File: src/rtl/serial_subtractor_pkg.sv
// Shared definitions for the bit-serial arithmetic blocks (subtractor now, adder/multiplier later).
// Latency: n/a (types only).
// Backpressure: n/a.
package serial_subtractor_pkg;

  // Control-FSM encodings kept stable so sibling serial blocks decode the same way.
  typedef enum logic [1:0] {
    ST_IDLE = 2'd0,
    ST_RUN  = 2'd1,
    ST_DONE = 2'd2
  } state_t;

endpackage

File: src/rtl/serial_subtractor_full_subtractor.sv
// One-bit full subtractor: d = a - b - bin, with borrow out.
// Latency: combinational.
// Backpressure: none.
module full_subtractor (
  input  logic a,
  input  logic b,
  input  logic bin,
  output logic d,
  output logic bout
);

  // Borrow when the minuend bit is 0 and the subtrahend bit is 1, or when the bits
  // match and a borrow arrives from below.
  assign d    = a ^ b ^ bin;
  assign bout = (~a & b) | (~(a ^ b) & bin);

endmodule

File: src/rtl/serial_subtractor.sv
// Bit-serial unsigned subtractor: diff = a - b, LSB first, one bit per clock, plus final borrow.
// Latency: start sampled at edge k -> done pulses in the cycle after edge k+WIDTH.
// Backpressure: none; start is ignored while busy, and a new start is accepted in IDLE or DONE.
module serial_subtractor
  import serial_subtractor_pkg::*;
#(
  parameter int WIDTH = 8
) (
  input  logic             clk,
  input  logic             rst_n,
  input  logic             start,
  input  logic [WIDTH-1:0] a,
  input  logic [WIDTH-1:0] b,
  output logic             busy,
  output logic             done,
  output logic [WIDTH-1:0] diff,
  output logic             bout
);

  localparam int CNT_W = $clog2(WIDTH);

  state_t           state;
  state_t           state_nxt;
  logic [WIDTH-1:0] a_sr;
  logic [WIDTH-1:0] b_sr;
  logic             borrow;
  logic [CNT_W-1:0] cnt;
  logic             d_bit;
  logic             bo_bit;
  logic             load;
  logic             last_bit;

  // The single datapath bit slice; the shift registers feed it their LSBs.
  full_subtractor u_fs (
    .a    (a_sr[0]),
    .b    (b_sr[0]),
    .bin  (borrow),
    .d    (d_bit),
    .bout (bo_bit)
  );

  // A launch is accepted from IDLE or straight out of DONE (back-to-back).
  assign load     = start && ((state == ST_IDLE) || (state == ST_DONE));
  assign last_bit = (state == ST_RUN) && (cnt == CNT_W'(WIDTH - 1));
  assign busy     = (state == ST_RUN);
  assign done     = (state == ST_DONE);

  // State register; reset discards any operation in flight.
  always_ff @(posedge clk or negedge rst_n) begin
    if (!rst_n) begin
      state <= ST_IDLE;
    end else begin
      state <= state_nxt;
    end
  end

  // Next-state logic: DONE lasts exactly one cycle unless a new start chains another run.
  always_comb begin
    state_nxt = state;
    case (state)
      ST_IDLE: if (start) state_nxt = ST_RUN;
      ST_RUN:  if (last_bit) state_nxt = ST_DONE;
      ST_DONE: state_nxt = start ? ST_RUN : ST_IDLE;
      default: state_nxt = ST_IDLE;
    endcase
  end

  // Datapath: load operands on launch, then retire one result bit per RUN cycle.
  // diff is not cleared on load; WIDTH shifts overwrite every bit before done.
  always_ff @(posedge clk or negedge rst_n) begin
    if (!rst_n) begin
      a_sr   <= '0;
      b_sr   <= '0;
      borrow <= 1'b0;
      cnt    <= '0;
      diff   <= '0;
      bout   <= 1'b0;
    end else if (load) begin
      a_sr   <= a;
      b_sr   <= b;
      borrow <= 1'b0;
      cnt    <= '0;
    end else if (state == ST_RUN) begin
      a_sr   <= a_sr >> 1;
      b_sr   <= b_sr >> 1;
      diff   <= {d_bit, diff[WIDTH-1:1]};
      borrow <= bo_bit;
      cnt    <= cnt + 1'b1;
      if (last_bit) begin
        bout <= bo_bit;
      end
    end
  end

endmodule

File: config.mk
export PLATFORM = sky130hd
export DESIGN_NAME = serial_subtractor
export DESIGN_NICKNAME = d
export VERILOG_FILES = /design/src/rtl/serial_subtractor_pkg.sv /design/src/rtl/serial_subtractor_full_subtractor.sv /design/src/rtl/serial_subtractor.sv
export SDC_FILE = /design/constraint.sdc
export NUM_CORES = 1
export LEC_CHECK = 0
export ABC_AREA = 1
export ABC_CLOCK_PERIOD_IN_PS = 1200
export CORE_MARGIN = 4
export CORE_UTILIZATION = 35
export DETAILED_ROUTE_END_ITERATION = 10
export SLEW_MARGIN = 5
export SYNTH_ARGS = -nofsm -noshare
export SYNTH_HDL_FRONTEND = slang
export SYNTH_SLANG_ARGS = --single-unit
File: constraint.sdc
create_clock -name clk -period 1.2 [get_ports clk]
set_clock_uncertainty 0.1 [all_clocks]
set_input_delay 0.12 -clock clk [delete_from_list [all_inputs] [get_ports clk]]
set_output_delay 0.12 -clock clk [all_outputs]
set_load 0.03 [all_outputs]
# Yosys cells after proc, flatten, opt, wreduce, memory -nomap -nowiden
# Cells that the tools add are included.
# totals
register_bits	31
in_bits	19
output_inout_bits	11
# classes
add_sub_neg	1
eq_ne	5
muxes	12
n_bitwise	8
n_reduce_logical	8
# ops
operator	n
$mux 8	4
$mux 3	2
$pmux 2 s3	1
$mux 2	2
$reduce_and 2->1	2
$add 3x1->3 const B	1
$eq 3x3->1 const B	1
$mux 1	3
$not 1->1	3
$reduce_and 3->1	1
$and 1x1->1	2
$eq 2x1->1 const B	1
$eq 2x2->1 const B	1
$logic_and 1x1->1	2
$logic_not 2->1	1
$ne 2x1->1 const B	1
$ne 2x2->1 const B	1
$reduce_bool 2->1	1
$xor 1x1->1	2
$logic_or 1x1->1	1
$or 1x1->1	1

# Logic depth before layout (Yosys ltp)
# Gate-level depths: netlist of run 1.
# depth
depth_word	6
depth_mapped	7
depth_no_buf	6

# Modules after synthesis
# From an unflattened synthesis of run 1, not the netlist that was laid out.
# hier_totals
hier_cells	190
hier_area_um2	1554.0
# by_module_without_submodules
mod	n_inst	cells_each	area_each_um2	seq_area_each_um2
serial_subtractor	1	186	1522.7	775.7
full_subtractor	1	4	31.3	0.0

# Worst setup path before layout of run 1
# OpenSTA, ideal clock, no wires.
# synth_path
path_type	reg2out
start	reg state[0]
end	out done
arrival_ps	1068
t_required_ps	980
path_slack_ps	-88
path_stages_with_launch	4
path_buffers	2
path_cell_list	dfrtp_1 -> buf_6 -> buf_2 -> nor2_1
# synth_between
elab_chain_len	1
# synth_lines
item	line_no	source
start: declaration	serial_subtractor.sv:22	state_t state;
start signal: assignment	serial_subtractor.sv:53	state <= state_nxt;
$eq 2x2->1	serial_subtractor.sv:46	assign done = (state == ST_DONE);
end: declaration	serial_subtractor.sv:15	output logic done,
# Every way passes these cells.

# Worst setup path after layout of run 1
# layout_path
start	reg state[0]
end	out busy
# layout_between
elab_chain_len	1
# layout_lines
item	line_no	source
$eq 2x1->1	serial_subtractor.sv:45	assign busy = (state == ST_RUN);
end: declaration	serial_subtractor.sv:14	output logic busy,
# Every way passes these cells.

==> impl_metrics.py, run 1 <==
metrics = {
    "route": {
        "drc": 0,
        "routedWlPerCell_um": 11.7,
        "ant_nets": 0,
        "wl_mm": 3.39,
        "via_count": 1276,
        "avgViaCountPerCell": 4.38,
        "firstDrtPassIters": 4,
        "drt_iter0_drc": 47,
    },
    "logic_synthesis": {
        "yosysWarningCount": 0,
        "synth_cell_types": 18,
        "synth_area_leader_cell": "dfrtp_1",
        "ys_seq_elements": 31,
        "synth_area_leaders": "dfrtp_1, nand2_1, inv_1",
        "synth_area_per_cell_um2": 7.96,
        "yosysTopAreaCellShare_pct": 52.4,
        "netlist_area_um2": 1480,
        "ys_seq_area_share_pct": 52.4,
        "syn_inst": 186,
        "synth_nets": 208,
    },
    "cells_and_area": {
        "fin_util_pct": 55.0,
        "fin_nets": 263,
        "drive_above_1_share_pct": 26.1,
        "synthToLayoutAreaGrowth_pct": 50.6,
        "insertedDiodeCount": 0,
    },
    "placed_design": {
        "port_buffers": 29,
        "dp_hpwl_mm": 2.24,
        "post-place-ws_ns": -0.258,
        "place_congestion": 0.698,
    },
    "clocking": {
        "cts_made_buffers": 5,
        "htreeDepth": 2,
        "clock_latency_ns": 0.28,
        "clock-sinks": 31,
        "root_buffer": "clkbuf_8",
        "cts_tree": "done",
        "max-clock-path-buffers": 2,
        "cts_hold_buffers": 0,
        "path_clk_slew_ns": 0.06,
    },
    "power": {
        "power_density_nw_per_um2": 2730,
        "p_int_mw": 3.67,
        "p_leak_nw": 1.17,
        "max-vdd-ir-drop_mv": 1.02,
        "pwr-share-seq_pct": 29.9,
        "power_frac_comb_pct": 54.0,
        "pwr-share-clk_pct": 16.1,
        "sw_frac_of_total_pct": 39.7,
        "power_switching_mw": 2.41,
    },
    "sta": {
        "max-slew-margin-rel_pct": 82.2,
        "finalHoldViolCount": 0,
        "rsz0062_at_grt": "yes",
        "setup_slack_ns": -0.114,
        "max_freq_mhz": 761,
        "min_period_ns": 1.31,
        "period_share_pct": 109,
        "setup_tns_ns": -0.596,
        "tightest_slew_ns": 0.267,
        "finalSetupViolCount": 22,
        "drv_slew": 0,
    },
    "outcome": {
        "violations": "setup timing",
        "outcome": "finished, violations left",
    },
    "floorplanning": {
        "io_pins": 30,
        "die_area_um2": 5340,
        "start_util_pct": 36.5,
        "dieWidth_um": 73.1,
        "num_rows": 23,
        "core-area_um2": 4060,
        "die_h_um": 73.1,
    },
    "critical_path": {
        "critPathArrivalTime_ns": 1.09,
        "startpoint_type": "flip-flop",
        "crit_path_end_kind": "output pin",
        "worst-path-max-fanout": 6,
        "worstPathRequired_ns": 0.98,
        "worstSetupPathType": "reg2out",
    },
    "global_routing": {
        "antenna_found_initial": 0,
        "grt_pass1_vias": 1242,
        "grt-ovfl-total": 0,
        "grt_max_degree": 32,
        "grt_pass1_wl_mm": 5.46,
        "track_usage_pct": 13.5,
    },
    "run": {
        "drv_cap": 0,
    },
    "min_path": {
        "hold_path.class": "in2async",
    },
}
path summary, 6_finish.rpt:
path | from | to | slack, ns | depth (start not counted)
min | rst_n | diff[0] | 0.11 | 2
max in group asynchronous | rst_n | state[0] | 0.71 | 2
max reg2reg | state[0] | b_sr[2] | -0.08 | 6
min reg2reg | a_sr[2] | a_sr[2] | 0.37 | 2
min in group clk | start | b_sr[6] | 0.21 | 4
max | state[0] | busy | -0.11 | 4
power by group through the flow:
stage               logic, mW  clock network (mW)  registers (mW)
global route             3.65                1.04            1.88
detailed placement       2.73                   0            1.82
floorplan                1.52                   0            2.01
global placement         2.68                   0            1.82
finish                   3.28               0.982            1.82
CTS                      3.10                1.01            1.81
cell families after synthesis:
logic type / share of synthesized area, %
AND/OR/NAND/NOR: 29.2
buffers and inverters: 10.3
flip-flops: 52.4
AO/OA/AOI/OAI: 5.07
adder cells (fa/ha/maj): 3.04
layer usage:
metal	part of all wire, %	GRT usage, %	wire length [um]	up-vias
met3	3.8	3.86	130	5
met5	0	0	0	-
li1	-	-	-	674
met4	1.6	6.35	55	0
met1	44	15.5	1500	578
met2	50	22.8	1710	19
placed cells by master (no fill, tap or decap), types with 2 or more instances in the layout:
cell	synthesis	final
buf_12	0	4
buf_4	2	24
buf_6	2	7
clkbuf_8	0	5
clkdlybuf4s50_1	0	17
dfrtp_1	31	30
inv_1	24	20
inv_2	1	4
inv_4	1	2
nand2_1	68	67
nand2_8	0	3
nand3_1	15	15
nor2_1	16	12
nor2_2	0	2
nor2_4	1	3
o21ai_0	14	5
o21ai_1	0	7
o21ai_2	0	2
stage by stage:
step / hold WS (ns) / power (mW) / area [um2] / instances
final: 0.111 / 6.08 / 2230 / 291
after global routing: 0.131 / 6.58 / 2230 / 291
after CTS: 0.123 / 5.92 / 2150 / 287
after detailed placement: 0.362 / 4.56 / 1930 / 274
after global placement: 0.355 / 4.50 / 1930 / 274
after floorplan: -0.276 / 3.52 / 1480 / 186
repair_timing:
action / in CTS / in global routing
pin swaps: 4 / 3
setup endpoints to repair: 18 / 30
gates resized for setup: 29 / 11
buffers inserted: 6 / 3
gates cloned: 0 / 1
cell usage after synthesis, drive strengths merged:
| master | instances |
|---|---|
| nand2 | 71 |
| dfrtp | 31 |
| inv | 26 |
| nor2 | 17 |
| nand3 | 15 |
| o21ai | 14 |
| buf | 7 |
| ha | 2 |
| a21oi | 1 |
| fa | 1 |
| nand3b | 1 |
cell type report:
type / instances / area, um2
timing repair buffer: 55 / 562
clock buffer: 6 / 72.6
clock inverter: 1 / 30.0
tap: 50 / 62.6
inverter: 26 / 103
multi-input combinational: 122 / 624
fill: 366 / 1830
sequential: 31 / 777
flip-flops by register name (all words and copies together) (netlist names):
signal / count
a_sr: 8
b_sr: 8
borrow: 1
bout: 1
cnt: 3
diff: 8
state: 2
worst max-delay path, cell delays in order (launching register included):
cell and delay, ns:
dfrtp_2 0.44, inv_4 0.08, nor2_4 0.04, buf_12 0.13
buf_8 0.13
No activity file was read; power rests on OpenSTA's default activity.
==> run 2, diff against run 1 <==
--- a/config.mk
+++ b/config.mk
@@ -6,11 +6,13 @@
 export NUM_CORES = 1
 export LEC_CHECK = 0
 export ABC_AREA = 1
-export ABC_CLOCK_PERIOD_IN_PS = 1200
+export ABC_CLOCK_PERIOD_IN_PS = 1500
 export CORE_MARGIN = 4
-export CORE_UTILIZATION = 35
+export CORE_UTILIZATION = 51
 export DETAILED_ROUTE_END_ITERATION = 10
+export PLACE_DENSITY = 0.79
 export SLEW_MARGIN = 5
 export SYNTH_ARGS = -nofsm -noshare
 export SYNTH_HDL_FRONTEND = slang
+export SYNTH_HIERARCHICAL = 1
 export SYNTH_SLANG_ARGS = --single-unit
==> constraint.sdc (replaced) <==
create_clock -name clk -period 1.5 [get_ports clk]
set_clock_uncertainty 0.1 [all_clocks]
set_input_delay 0.15 -clock clk [delete_from_list [all_inputs] [get_ports clk]]
set_output_delay 0.15 -clock clk [all_outputs]
set_load 0.03 [all_outputs]
==> run 2 against run 1 <==
Effect of this change:
- routed wire length down 1.5%
- non-clock buffer count shrank 13
- die area is 25% lower
- total power decreased by 33%
- cell count down 10%
- combinational power decreased by 33%
- utilization rose by 15 points
- worst hold slack got worse by 0.0027 ns
- highest routed layer unchanged
- sequential cell count stayed put
- critical endpoint unchanged
- synthesized area rose by 4.9%
- the run now ends clean
- sequential share of layout area rose by 4.7 points
==> impl_metrics.py, run 2 <==
metrics = {
    "outcome": {
        "outcome": "complete, no violations",
    },
    "placed_design": {
        "port_buffers": 29,
        "dp_hpwl_mm": 2.34,
        "place_congestion": 0.814,
        "placed_area_um2": 1860,
        "dp_cells": 249,
    },
    "sta": {
        "drv_slew": 0,
        "rsz0062_at_grt": "no",
        "tightest_slew_ns": 0.385,
        "finalSetupViolCount": 0,
        "max_freq_mhz": 701,
        "max-slew-margin-rel_pct": 74.3,
        "setup_tns_ns": 0,
        "finalHoldViolCount": 0,
        "min_period_ns": 1.43,
        "period_share_pct": 95.1,
    },
    "cells_and_area": {
        "top_regs": "a_sr x8, b_sr x8, diff x8",
        "fin_area_um2": 1970,
        "fin_nets": 251,
        "final_cell_mix": "nand2_1, dfrtp_1, nand3_1",
        "fin_cells": 261,
        "layout_commonest_cell": "nand2_1",
        "drive_above_1_share_pct": 12.6,
        "synthToLayoutAreaGrowth_pct": 26.5,
        "insertedDiodeCount": 0,
    },
    "route": {
        "ant_nets": 0,
        "routedWlPerCell_um": 12.8,
        "avgViaCountPerCell": 5.08,
        "wl_mm": 3.34,
        "firstDrtPassIters": 4,
        "drc": 0,
        "via_count": 1327,
        "drt_iter0_drc": 60,
    },
    "global_routing": {
        "grt_pass1_wl_mm": 5.69,
        "antenna_found_initial": 0,
        "grt_max_degree": 32,
        "grt-ovfl-total": 0,
        "track_usage_pct": 18.3,
        "grt_pass1_vias": 1343,
    },
    "logic_synthesis": {
        "synth_most_common_cell": "nand2_1",
        "synthArstFlopShare_pct": 100,
        "synth_area_per_cell_um2": 8.18,
        "yosysWarningCount": 6,
        "yosysTopAreaCellShare_pct": 49.9,
        "synthTopCellsByCount": "nand2_1, dfrtp_1, nand3_1",
        "synth-main-ff-cell": "dfrtp_1",
        "ys_seq_elements": 31,
        "synth_area_leaders": "dfrtp_1, nand2_1, nand3_1",
        "ys_seq_area_share_pct": 49.9,
        "syn_inst": 190,
        "netlist_area_um2": 1550,
        "synth_nets": 212,
        "synth_area_leader_cell": "dfrtp_1",
        "synth_edf_count": 0,
        "synth_cell_types": 18,
    },
    "floorplanning": {
        "die_h_um": 63.2,
        "io_pins": 30,
        "dieWidth_um": 63.2,
        "num_rows": 19,
        "core-area_um2": 2830,
        "die_area_um2": 3990,
        "start_util_pct": 54.9,
    },
    "power": {
        "sw_frac_of_total_pct": 44.2,
        "max-vdd-ir-drop_mv": 1.04,
        "pwr-share-clk_pct": 10.7,
        "p_int_mw": 2.28,
        "power_density_nw_per_um2": 2080,
        "p_leak_nw": 1.05,
        "power_frac_comb_pct": 53.5,
        "power_switching_mw": 1.81,
        "pwr-share-seq_pct": 35.7,
    },
    "clocking": {
        "cts_made_buffers": 5,
        "htreeDepth": 2,
        "clock_latency_ns": 0.31,
        "max-clock-path-buffers": 2,
        "cts_tree": "done",
        "clock-sinks": 31,
        "root_buffer": "clkbuf_4",
        "path_clk_slew_ns": 0.10,
    },
    "critical_path": {
        "worst-path-max-fanout": 10,
        "max_stage_delay_ns": 0.45,
        "cp_common_cell": "buf_6",
        "startpoint_type": "flip-flop",
        "crit_path_end_kind": "output pin",
        "path_cells": "inv_6, nor2_4, buf_6, buf_6",
        "critPathArrivalTime_ns": 1.18,
        "worstSetupPathType": "reg2out",
        "worstPathRequired_ns": 1.25,
        "cpMaxStageDelayCell": "dfrtp_2",
    },
    "min_path": {
        "hold_path.class": "in2async",
    },
    "run": {
        "drv_cap": 0,
    },
}
[run 2: cell families after synthesis]
family          count (synthesis)  share of synthesized area [%]
buf+inv                        32                           11.1
flops                          31                           49.9
fa+ha+maj                       3                           2.90
simple gates                  114                           32.9
compound gates                 10                           3.22
[run 2: worst paths after layout]
kind	slack, ns	endpoint	start	depth (start not counted)
setup / recovery	0.07	busy	state[0]	4
hold / removal	0.11	b_sr[2]	rst_n	2
setup reg to reg	0.12	a_sr[6]	state[0]	6
hold reg to reg	0.39	diff[0]	diff[0]	2
max in group asynchronous	0.87	state[0]	rst_n	2
min in group clk	0.27	a_sr[7]	a[7]	3
[run 2: repair_timing]
action                                  CTS  global route
endpoints found under the hold margin     0             0
setup buffers                             2             2
gates resized for setup                  12             8
hold buffers                              0             0
cloned                                    0             0
endpoints found under the setup margin   11             2
[run 2: layout make-up]
| type | instances | area, um2 |
|---|---|---|
| clock buffers | 7 | 45.0 |
| clock inverters | 1 | 5.00 |
| fillers | 224 | 863 |
| inverters | 22 | 87.6 |
| multi-input cells | 127 | 613 |
| flip-flops and latches | 31 | 777 |
| well taps | 31 | 38.8 |
| repair buffers | 42 | 399 |
[run 2: metal layers]
metal	vias up	GRT usage (%)	routed length, um
met5	-	0	0
met4	0	8.89	49
met3	6	5.86	147
met2	28	31.2	1710
met1	628	20.7	1430
li1	665	-	-
[run 2: stage by stage]
step | total power [mW] | utilization (%) | hold WS [ns] | setup slack, ns
finish | 4.10 | 69.5 | 0.108 | 0.0735
floorplan | 2.97 | - | -0.246 | 0.171
global placement | 3.44 | 65.8 | 0.367 | 0.0950
CTS | 4.01 | 68.0 | 0.117 | 0.00663
detailed placement | 3.58 | 65.8 | 0.374 | 0.0568
global route | 4.46 | 69.5 | 0.142 | 0.000457
[run 2: power by group through the flow]
stage,Combinational [mW],Clock (mW),Sequential (mW)
2_1_floorplan,1.36,0,1.61
3_3_place_gp,1.99,0,1.45
3_5_place_dp,2.10,0,1.47
4_1_cts,2.10,0.457,1.46
5_1_grt,2.46,0.506,1.50
6_report,2.19,0.440,1.46
[run 2: critical path, delay by kind of cell, from the launching register on]
family	cells	cell delay, ns
simple gates	1	0.10
buf+inv	3	0.32
flops	1	0.45
